**config.mk**
```make
export PLATFORM = sky130hd
export DESIGN_NAME = sr_latch_writer
export DESIGN_NICKNAME = d
export VERILOG_FILES = /design/src/rtl/sr_latch_writer.sv
export SDC_FILE = /design/constraint.sdc
export NUM_CORES = 1
export LEC_CHECK = 0
export ABC_AREA = 0
export CAP_MARGIN = 15
export CORE_MARGIN = 2
export CORE_UTILIZATION = 44
export DETAILED_ROUTE_END_ITERATION = 7
export PLACE_DENSITY = 0.79
export RECOVER_POWER = 100
export SYNTH_ARGS = -nofsm -noshare
export SYNTH_HDL_FRONTEND = slang
export SYNTH_SLANG_ARGS = --single-unit
```
**constraint.sdc**
```tcl
create_clock -name clock -period 1.4 [get_ports clock]
set_input_delay 0.14 -clock clock [delete_from_list [all_inputs] [get_ports clock]]
set_output_delay 0.14 -clock clock [all_outputs]
set_load 0.02 [all_outputs]
```
**src/rtl/sr_latch_writer.sv**
```systemverilog
// Write-side controller for an external gated SR latch: sequences set/reset and
// enable around a write request, then checks the synchronised readback.
module sr_latch_writer #(
  parameter int SETUP_CYCLES = 2,
  parameter int PULSE_CYCLES = 3,
  parameter int HOLD_CYCLES  = 1
) (
  input  logic clock,
  input  logic notreset,
  input  logic request,
  input  logic data,
  output logic latchEnable,
  output logic latchSet,
  output logic latchReset,
  input  logic latchOut,
  input  logic latchNotout,
  output logic busy,
  output logic done,
  output logic error,
  output logic storedValue
);

  typedef enum logic [2:0] {
    IDLE,
    SETUP,
    PULSE,
    HOLD,
    SETTLE,
    CHECK
  } state_t;

  localparam logic [3:0] SETUP_LOAD  = (SETUP_CYCLES > 0) ? 4'(SETUP_CYCLES - 1) : '0;
  localparam logic [3:0] PULSE_LOAD  = (PULSE_CYCLES > 0) ? 4'(PULSE_CYCLES - 1) : '0;
  localparam logic [3:0] HOLD_LOAD   = (HOLD_CYCLES > 0) ? 4'(HOLD_CYCLES - 1) : '0;
  localparam logic [3:0] SETTLE_LOAD = 4'd1;

  state_t     state, state_next;
  logic [3:0] count, count_next;
  logic       data_q, data_load;
  logic [1:0] out_sync, notout_sync;
  logic       drive, pass;

  always_ff @(posedge clock or negedge notreset) begin
    if (!notreset) begin
      state       <= IDLE;
      count       <= '0;
      data_q      <= 1'b0;
      storedValue <= 1'b0;
      out_sync    <= '0;
      notout_sync <= '0;
    end else begin
      state       <= state_next;
      count       <= count_next;
      out_sync    <= {out_sync[0], latchOut};
      notout_sync <= {notout_sync[0], latchNotout};
      if (data_load) data_q <= data;
      if (state == CHECK && pass) storedValue <= data_q;
    end
  end

  always_comb begin
    state_next = state;
    count_next = count;
    data_load  = 1'b0;
    case (state)
      IDLE: begin
        count_next = '0;
        if (request) begin
          data_load = 1'b1;
          if (SETUP_CYCLES != 0) begin
            state_next = SETUP;
            count_next = SETUP_LOAD;
          end else begin
            state_next = PULSE;
            count_next = PULSE_LOAD;
          end
        end
      end
      SETUP: begin
        if (count == '0) begin
          state_next = PULSE;
          count_next = PULSE_LOAD;
        end else begin
          count_next = count - 4'd1;
        end
      end
      PULSE: begin
        if (count == '0) begin
          if (HOLD_CYCLES != 0) begin
            state_next = HOLD;
            count_next = HOLD_LOAD;
          end else begin
            state_next = SETTLE;
            count_next = SETTLE_LOAD;
          end
        end else begin
          count_next = count - 4'd1;
        end
      end
      HOLD: begin
        if (count == '0) begin
          state_next = SETTLE;
          count_next = SETTLE_LOAD;
        end else begin
          count_next = count - 4'd1;
        end
      end
      SETTLE: begin
        if (count == '0) begin
          state_next = CHECK;
          count_next = '0;
        end else begin
          count_next = count - 4'd1;
        end
      end
      CHECK: begin
        state_next = IDLE;
        count_next = '0;
      end
      default: begin
        state_next = IDLE;
        count_next = '0;
      end
    endcase
  end

  // Outputs decode straight from state so an async reset drops enable immediately.
  always_comb begin
    drive       = (state == SETUP) || (state == PULSE) || (state == HOLD);
    latchEnable = (state == PULSE);
    latchSet    = drive & data_q;
    latchReset  = drive & ~data_q;
    busy        = (state != IDLE);
    pass        = (out_sync[1] == data_q) && (notout_sync[1] == ~data_q);
    done        = (state == CHECK) && pass;
    error       = (state == CHECK) && !pass;
  end

endmodule

```
# Word-level counts from Yosys, hierarchy flattened
# Cells that the tools add are included.
[totals]
wordCells = 46
regBits = 13
output_inout_bits = 7
inputBits = 6
[classes]
n_mux = 13
bitwise = 3
eq_ne = 12
reduce_logical = 11
n_addsub = 1
[op_table]
columns = ["cell", "n"]
rows = [
  ["$pmux W4 S4", 1],
  ["$mux W3", 5],
  ["$pmux W3 S5", 1],
  ["$mux W4", 3],
  ["$ne A2 B2 Y1 const B", 4],
  ["$eq A3 B2 Y1 const B", 2],
  ["$eq A3 B3 Y1 const B", 2],
  ["$reduce_and A5 Y1", 1],
  ["$logic_not A4 Y1", 1],
  ["$sub A4 B1 Y4 const B", 1],
  ["$eq A3 B1 Y1 const B", 1],
  ["$logic_and A1 B1 Y1", 3],
  ["$logic_not A3 Y1", 1],
  ["$mux W1", 3],
  ["$reduce_bool A3 Y1", 1],
  ["$and A1 B1 Y1", 2],
  ["$eq A1 B1 Y1", 2],
  ["$logic_or A1 B1 Y1", 2],
  ["$ne A2 B1 Y1 const B", 1],
  ["$reduce_or A2 Y1", 1],
  ["$logic_not A1 Y1", 1],
  ["$not A1 Y1", 1],
]

# Depth between registers and ports, before layout
[depth]
word_depth = 5
depth_mapped = 5
mapped_depth_nobuf = 5

# Worst setup path after synthesis
# No wires, ideal clock.
[synth_timing]
kind = "register to register"
start = "register data_q"
end = "register storedValue"
arrival_ps = 1434
setup_time_ps = 128
stages_incl_launch_ff = 4
path_buffers = 0
setup_slack_ps = -162
cell_sequence = "dfrtp_1 -> or3b_1 -> a21oi_2 -> mux2_1"
[synth_between]
elab_chain_cells = 4
elab_cells_between_ends = 5
classes_between = "eq/ne (2); bitwise (1); reduce/logical (2)"
[synth_lines]
columns = ["item", "line", "source"]
rows = [
  ["start, declared", "39", "logic data_q, data_load;"],
  ["start signal, assigned", "56", "if (data_load) data_q <= data;"],
  ["$not A1 Y1", "134", "pass = (out_sync[1] == data_q) && (notout_sync[1] == ~data_q);"],
  ["$eq A1 B1 Y1", "134", ""],
  ["$logic_and A1 B1 Y1 (*)", "134", ""],
  ["$logic_and A1 B1 Y1 (*)", "n/a", ""],
  ["named net done", "18", "output logic done,"],
  ["end signal, assigned", "57", "if (state == CHECK && pass) storedValue <= data_q;"],
  ["end, declared", "20", "output logic storedValue"],
]
# Mark *: on every way through the listed nets, which the timed path passes. The rest lies on a longest branch.
# A chain may end at the register's enable or synchronous reset.

# Worst setup path after layout
[layout_timing]
start = "register out_sync[1]"
end = "output port done"
[layout_between]
elab_chain_cells = 3
[layout_lines]
columns = ["item", "line", "source"]
rows = [
  ["start, declared", "40", "logic [1:0] out_sync, notout_sync;"],
  ["start signal, assigned", "54", "out_sync <= {out_sync[0], latchOut};"],
  ["$eq A1 B1 Y1", "134", ""],
  ["$logic_and A1 B1 Y1", "134", ""],
  ["$logic_and A1 B1 Y1", "135", "done = (state == CHECK) && pass;"],
  ["end, declared", "18", ""],
]
# No other way between the ends.

==> metrics.txt <==
# TYPE chip_impl_metric gauge
chip_impl_metric{name="internal_power",unit="W"} 0.00142
chip_impl_info{name="cts_tree",value="done"} 1
chip_impl_metric{name="yosysSeqAreaShare",unit="%"} 48.5
chip_impl_info{name="crit_slowest_cell",value="sky130_fd_sc_hd__or3b_4"} 1
chip_impl_metric{name="power.switching",unit="W"} 0.000951
chip_impl_metric{name="multi_input_area",unit="um^2"} 360
chip_impl_info{name="outcome",value="finished with violations"} 1
chip_impl_metric{name="postLayoutCoreUtil",unit="%"} 65.4
chip_impl_metric{name="drt-wirelength-per-cell",unit="um"} 12.9
chip_impl_metric{name="setup_total_negative_slack",unit="ns"} -0.456
chip_impl_metric{name="hold_violations",unit=""} 0
chip_impl_metric{name="netlist.area_leader.share",unit="%"} 48.5
chip_impl_metric{name="vias_per_cell",unit=""} 5.13
chip_impl_info{name="clock_tree.root_cell",value="sky130_fd_sc_hd__clkbuf_4"} 1
chip_impl_metric{name="critical-path-max-stage-delay",unit="ns"} 0.41
chip_impl_metric{name="p_clk_share",unit="%"} 10.2
chip_impl_metric{name="io_pins",unit=""} 13
chip_impl_metric{name="critPathMaxFanout",unit=""} 2
chip_impl_metric{name="syn-instance-count",unit=""} 63
chip_impl_metric{name="ys_types",unit=""} 29
chip_impl_metric{name="placement_rows",unit=""} 14
chip_impl_info{name="cell_by_cell_trace_of_the_critical_path",value="or3b_4 > a21oi_4 > buf_6"} 1
chip_impl_metric{name="drc",unit=""} 0
chip_impl_metric{name="setup_slack",unit="ns"} -0.0933
chip_impl_metric{name="final-setup-viol-count",unit=""} 7
chip_impl_metric{name="vdd.ir_drop.worst",unit="mV"} 1.23
chip_impl_metric{name="max_slew_margin",unit="%"} 55.0
chip_impl_metric{name="chipHeight",unit="um"} 43.0
chip_impl_metric{name="grt_start_max_net_pins",unit=""} 14
chip_impl_metric{name="global_route_wire_length_before_repair",unit="mm"} 2.39
chip_impl_info{name="hold_path_startpoint",value="notout_sync[0]"} 1
chip_impl_metric{name="timing_worst_slew_pin_value",unit="ns"} 0.675
chip_impl_metric{name="initial_utilization",unit="%"} 45.6
chip_impl_info{name="setup.worst_path.class",value="register to primary output"} 1
chip_impl_metric{name="powerDensity",unit="nW/um^2"} 2460
chip_impl_metric{name="syn_to_final_growth",unit="%"} 43.5
chip_impl_metric{name="final.setup_skew",unit="ns"} 0.00867
chip_impl_metric{name="die_width",unit="um"} 43.0
chip_impl_metric{name="ff2ff_setup_slack",unit="ns"} -0.07
chip_impl_metric{name="gp_congestion",unit=""} 0.840
chip_impl_metric{name="place.detailed.hpwl",unit="mm"} 1.09
chip_impl_metric{name="seqPwrFrac",unit="%"} 26.5
chip_impl_metric{name="drt_pre_antenna_iters",unit=""} 4
chip_impl_metric{name="layout.nets",unit=""} 101
chip_impl_info{name="unrepaired_setup_endpoints_after_global_routing",value="true"} 1
chip_impl_metric{name="clock_latency",unit="ns"} 0.28
chip_impl_info{name="yosys-top-cells-count",value="13 x sky130_fd_sc_hd__dfrtp_1, 5 x sky130_fd_sc_hd__nor2_1, 4 x sky130_fd_sc_hd__inv_1, 4 x sky130_fd_sc_hd__nand3b_1"} 1
chip_impl_metric{name="detail_route.iter0.violations",unit=""} 15
chip_impl_metric{name="post-route-min-period",unit="ns"} 1.49
chip_impl_metric{name="total_leakage_power",unit="nW"} 0.452
chip_impl_metric{name="number_of_filler_instances_in_the_final_layout",unit=""} 127
chip_impl_info{name="synth.top_cells.by_area",value="sky130_fd_sc_hd__dfrtp_1 49%, sky130_fd_sc_hd__mux2_2 5.0%, sky130_fd_sc_hd__nand3b_1 4.5%, sky130_fd_sc_hd__o211ai_1 3.4%, sky130_fd_sc_hd__nor2_1 2.8%"} 1
chip_impl_info{name="holdPathEnd",value="notout_sync[1]"} 1
chip_impl_metric{name="power.switching_fraction",unit="%"} 40.1
chip_impl_metric{name="postSynthRegisterBits",unit=""} 13
chip_impl_metric{name="sequential_cell_area",unit="um^2"} 327
chip_impl_metric{name="postSynthNetCount",unit=""} 70
chip_impl_info{name="synth_top_cell_by_area",value="sky130_fd_sc_hd__dfrtp_1"} 1
chip_impl_metric{name="final_layout_size_suffix_gt1_share",unit="%"} 41.9
chip_impl_metric{name="numClockSinks",unit=""} 13
chip_impl_metric{name="drt.antenna.violating_nets",unit=""} 0
chip_impl_metric{name="critical_path_required",unit="ns"} 1.26
chip_impl_info{name="timing.rr.start",value="count[0]"} 1
chip_impl_metric{name="synthesis.area_per_instance",unit="um^2"} 10.6
chip_impl_metric{name="synthArstFlopShare",unit="%"} 100
chip_impl_metric{name="buffer_ports.inserted",unit=""} 12
chip_impl_info{name="worst_setup_path_start_kind",value="register"} 1
chip_impl_metric{name="grt_antenna_before_repair",unit=""} 0
chip_impl_metric{name="share_comb_of_total_power",unit="%"} 63.2
chip_impl_info{name="violations",value="negative setup slack"} 1
chip_impl_metric{name="cts_htree_levels",unit=""} 1
chip_impl_metric{name="report.final.slew_viol_count",unit=""} 0
chip_impl_metric{name="dr_total_vias",unit=""} 559
chip_impl_metric{name="holdPathStages",unit=""} 0
chip_impl_metric{name="antennaDiodeCount",unit=""} 0
chip_impl_metric{name="floorplan.die_area",unit="um^2"} 1850
chip_impl_metric{name="cts_buffers",unit=""} 3
chip_impl_metric{name="cts_buffer_depth",unit=""} 2
chip_impl_metric{name="fin_crit_sh",unit="%"} 107
chip_impl_metric{name="grt_use_total",unit="%"} 17.7
chip_impl_info{name="endpoint_kind",value="primary output"} 1
chip_impl_metric{name="placeableCoreArea",unit="um^2"} 1470
chip_impl_metric{name="first_global_vias",unit=""} 560
chip_impl_info{name="end_of_the_worst_register_to_register_path",value="count[1]"} 1
chip_impl_metric{name="overflow",unit=""} 0
chip_impl_info{name="hp-class",value="register to register"} 1
chip_impl_metric{name="worstRegToRegCells",unit=""} 5
chip_impl_metric{name="achievable-frequency",unit="GHz"} 0.670
chip_impl_metric{name="cap_viol_max_count",unit=""} 0
chip_impl_metric{name="post-place-ws",unit="ns"} -0.259
chip_impl_metric{name="wl",unit="mm"} 1.41
chip_impl_metric{name="cts.hold.buffers_added",unit=""} 0
chip_impl_info{name="synth_top_flop_cell",value="sky130_fd_sc_hd__dfrtp_1"} 1
chip_impl_metric{name="worst_ep_arrival_time",unit="ns"} 1.35
chip_impl_info{name="yosysMostFrequentCell",value="sky130_fd_sc_hd__dfrtp_1"} 1
chip_impl_metric{name="synth-edff-count",unit=""} 0
chip_impl_metric{name="clock_transition_time_at_the_flip_flop_clock_pins_of_the_worst_setup_and_hold_paths",unit="ns"} 0.08
chip_impl_metric{name="synth.cell_area",unit="um^2"} 671
chip_impl_metric{name="yosysWarningCount",unit=""} 0
worst max-delay path: cells and delay by family (launching register included):
family / cells / cell delay (ns)
AND/OR/NAND/NOR: 1 / 0.41
flip-flops: 1 / 0.38
AO/OA/AOI/OAI: 1 / 0.15
buffers and inverters: 1 / 0.13
cells in the final DEF (no fill, tap or decap), types with 2 or more instances in the layout:
master / instances
sky130_fd_sc_hd__clkdlybuf4s50_1: 2
sky130_fd_sc_hd__buf_4: 15
sky130_fd_sc_hd__dfrtp_1: 12
sky130_fd_sc_hd__nor2_1: 5
sky130_fd_sc_hd__nor3b_1: 2
sky130_fd_sc_hd__buf_2: 4
sky130_fd_sc_hd__clkbuf_1: 3
sky130_fd_sc_hd__nand2_1: 3
sky130_fd_sc_hd__o211ai_1: 3
sky130_fd_sc_hd__mux2_4: 2
sky130_fd_sc_hd__dlygate4sd3_1: 3
sky130_fd_sc_hd__clkbuf_4: 4
sky130_fd_sc_hd__mux2_2: 2
sky130_fd_sc_hd__nand3b_1: 4
sky130_fd_sc_hd__nor3_1: 2
sky130_fd_sc_hd__nand2b_1: 2
sky130_fd_sc_hd__inv_1: 3
sky130_fd_sc_hd__or3b_4: 2
cell type report:
cell class / count / area share [%]
inverter: 4 / 1.56
clock inverter: 1 / 0.520
tap: 16 / 2.08
sequential: 13 / 33.9
timing repair buffer: 29 / 22.1
multi-input combinational: 43 / 37.5
clock buffer: 3 / 2.34
sequential cells by signal (all words and copies together) (netlist names):
name / cells
count: 4
data_q: 1
notout_sync: 2
out_sync: 2
state: 3
storedValue: 1
cells by family after synthesis:
logic type	count (synthesis)	synth area share (%)
XOR/XNOR	1	1.31
multiplexers	5	8.21
AO/OA/AOI/OAI	10	11.4
adder cells (fa/ha/maj)	1	1.87
buffers and inverters	7	4.29
AND/OR/NAND/NOR	26	24.4
flip-flops	13	48.5
worst max-delay path by stage:
stage	from	to	slack, ns	cells past startpoint
3_3_place_gp	out_sync[1]	done	-0.24	3
2_1_floorplan	data_q	storedValue	-0.05	3
5_1_grt	out_sync[1]	done	-0.16	3
3_5_place_dp	out_sync[1]	done	-0.26	3
6_report	out_sync[1]	done	-0.09	3
4_1_cts	out_sync[1]	done	-0.10	3
repair_timing:
item                                    CTS  global route
setup buffers                             1             0
gates cloned                              0             0
hold endpoints to repair                  0             0
endpoints found under the setup margin   10            10
gates resized for setup                  32             3
metal layers:
metal / track usage (%) / wire (um) / up-vias
met3: 2.98 / 36 / 2
met4: 7.27 / 18 / 0
met1: 22.1 / 629 / 267
met5: 0 / 0 / -
li1: - / - / 283
met2: 30.0 / 723 / 7
metrics by stage:
step | hold WS (ns) | instances | power, W | cell area (um^2)
final | 0.354 | 109 | 0.00237 | 962
after global placement | 0.333 | 104 | 0.00211 | 952
after CTS | 0.166 | 109 | 0.00237 | 968
after floorplan | -0.156 | 63 | 0.00153 | 706
after detailed placement | 0.336 | 104 | 0.00215 | 952
after global routing | 0.363 | 109 | 0.00254 | 962
power groups by stage:
stage	clock, W	sequential, W	combinational (W)
3_5_place_dp	0	0.000631	0.00152
5_1_grt	0.000261	0.000640	0.00163
2_1_floorplan	0	0.000615	0.000916
6_report	0.000243	0.000629	0.00150
3_3_place_gp	0	0.000628	0.00149
4_1_cts	0.000245	0.000630	0.00150
Power figures use the tool's default switching activity.
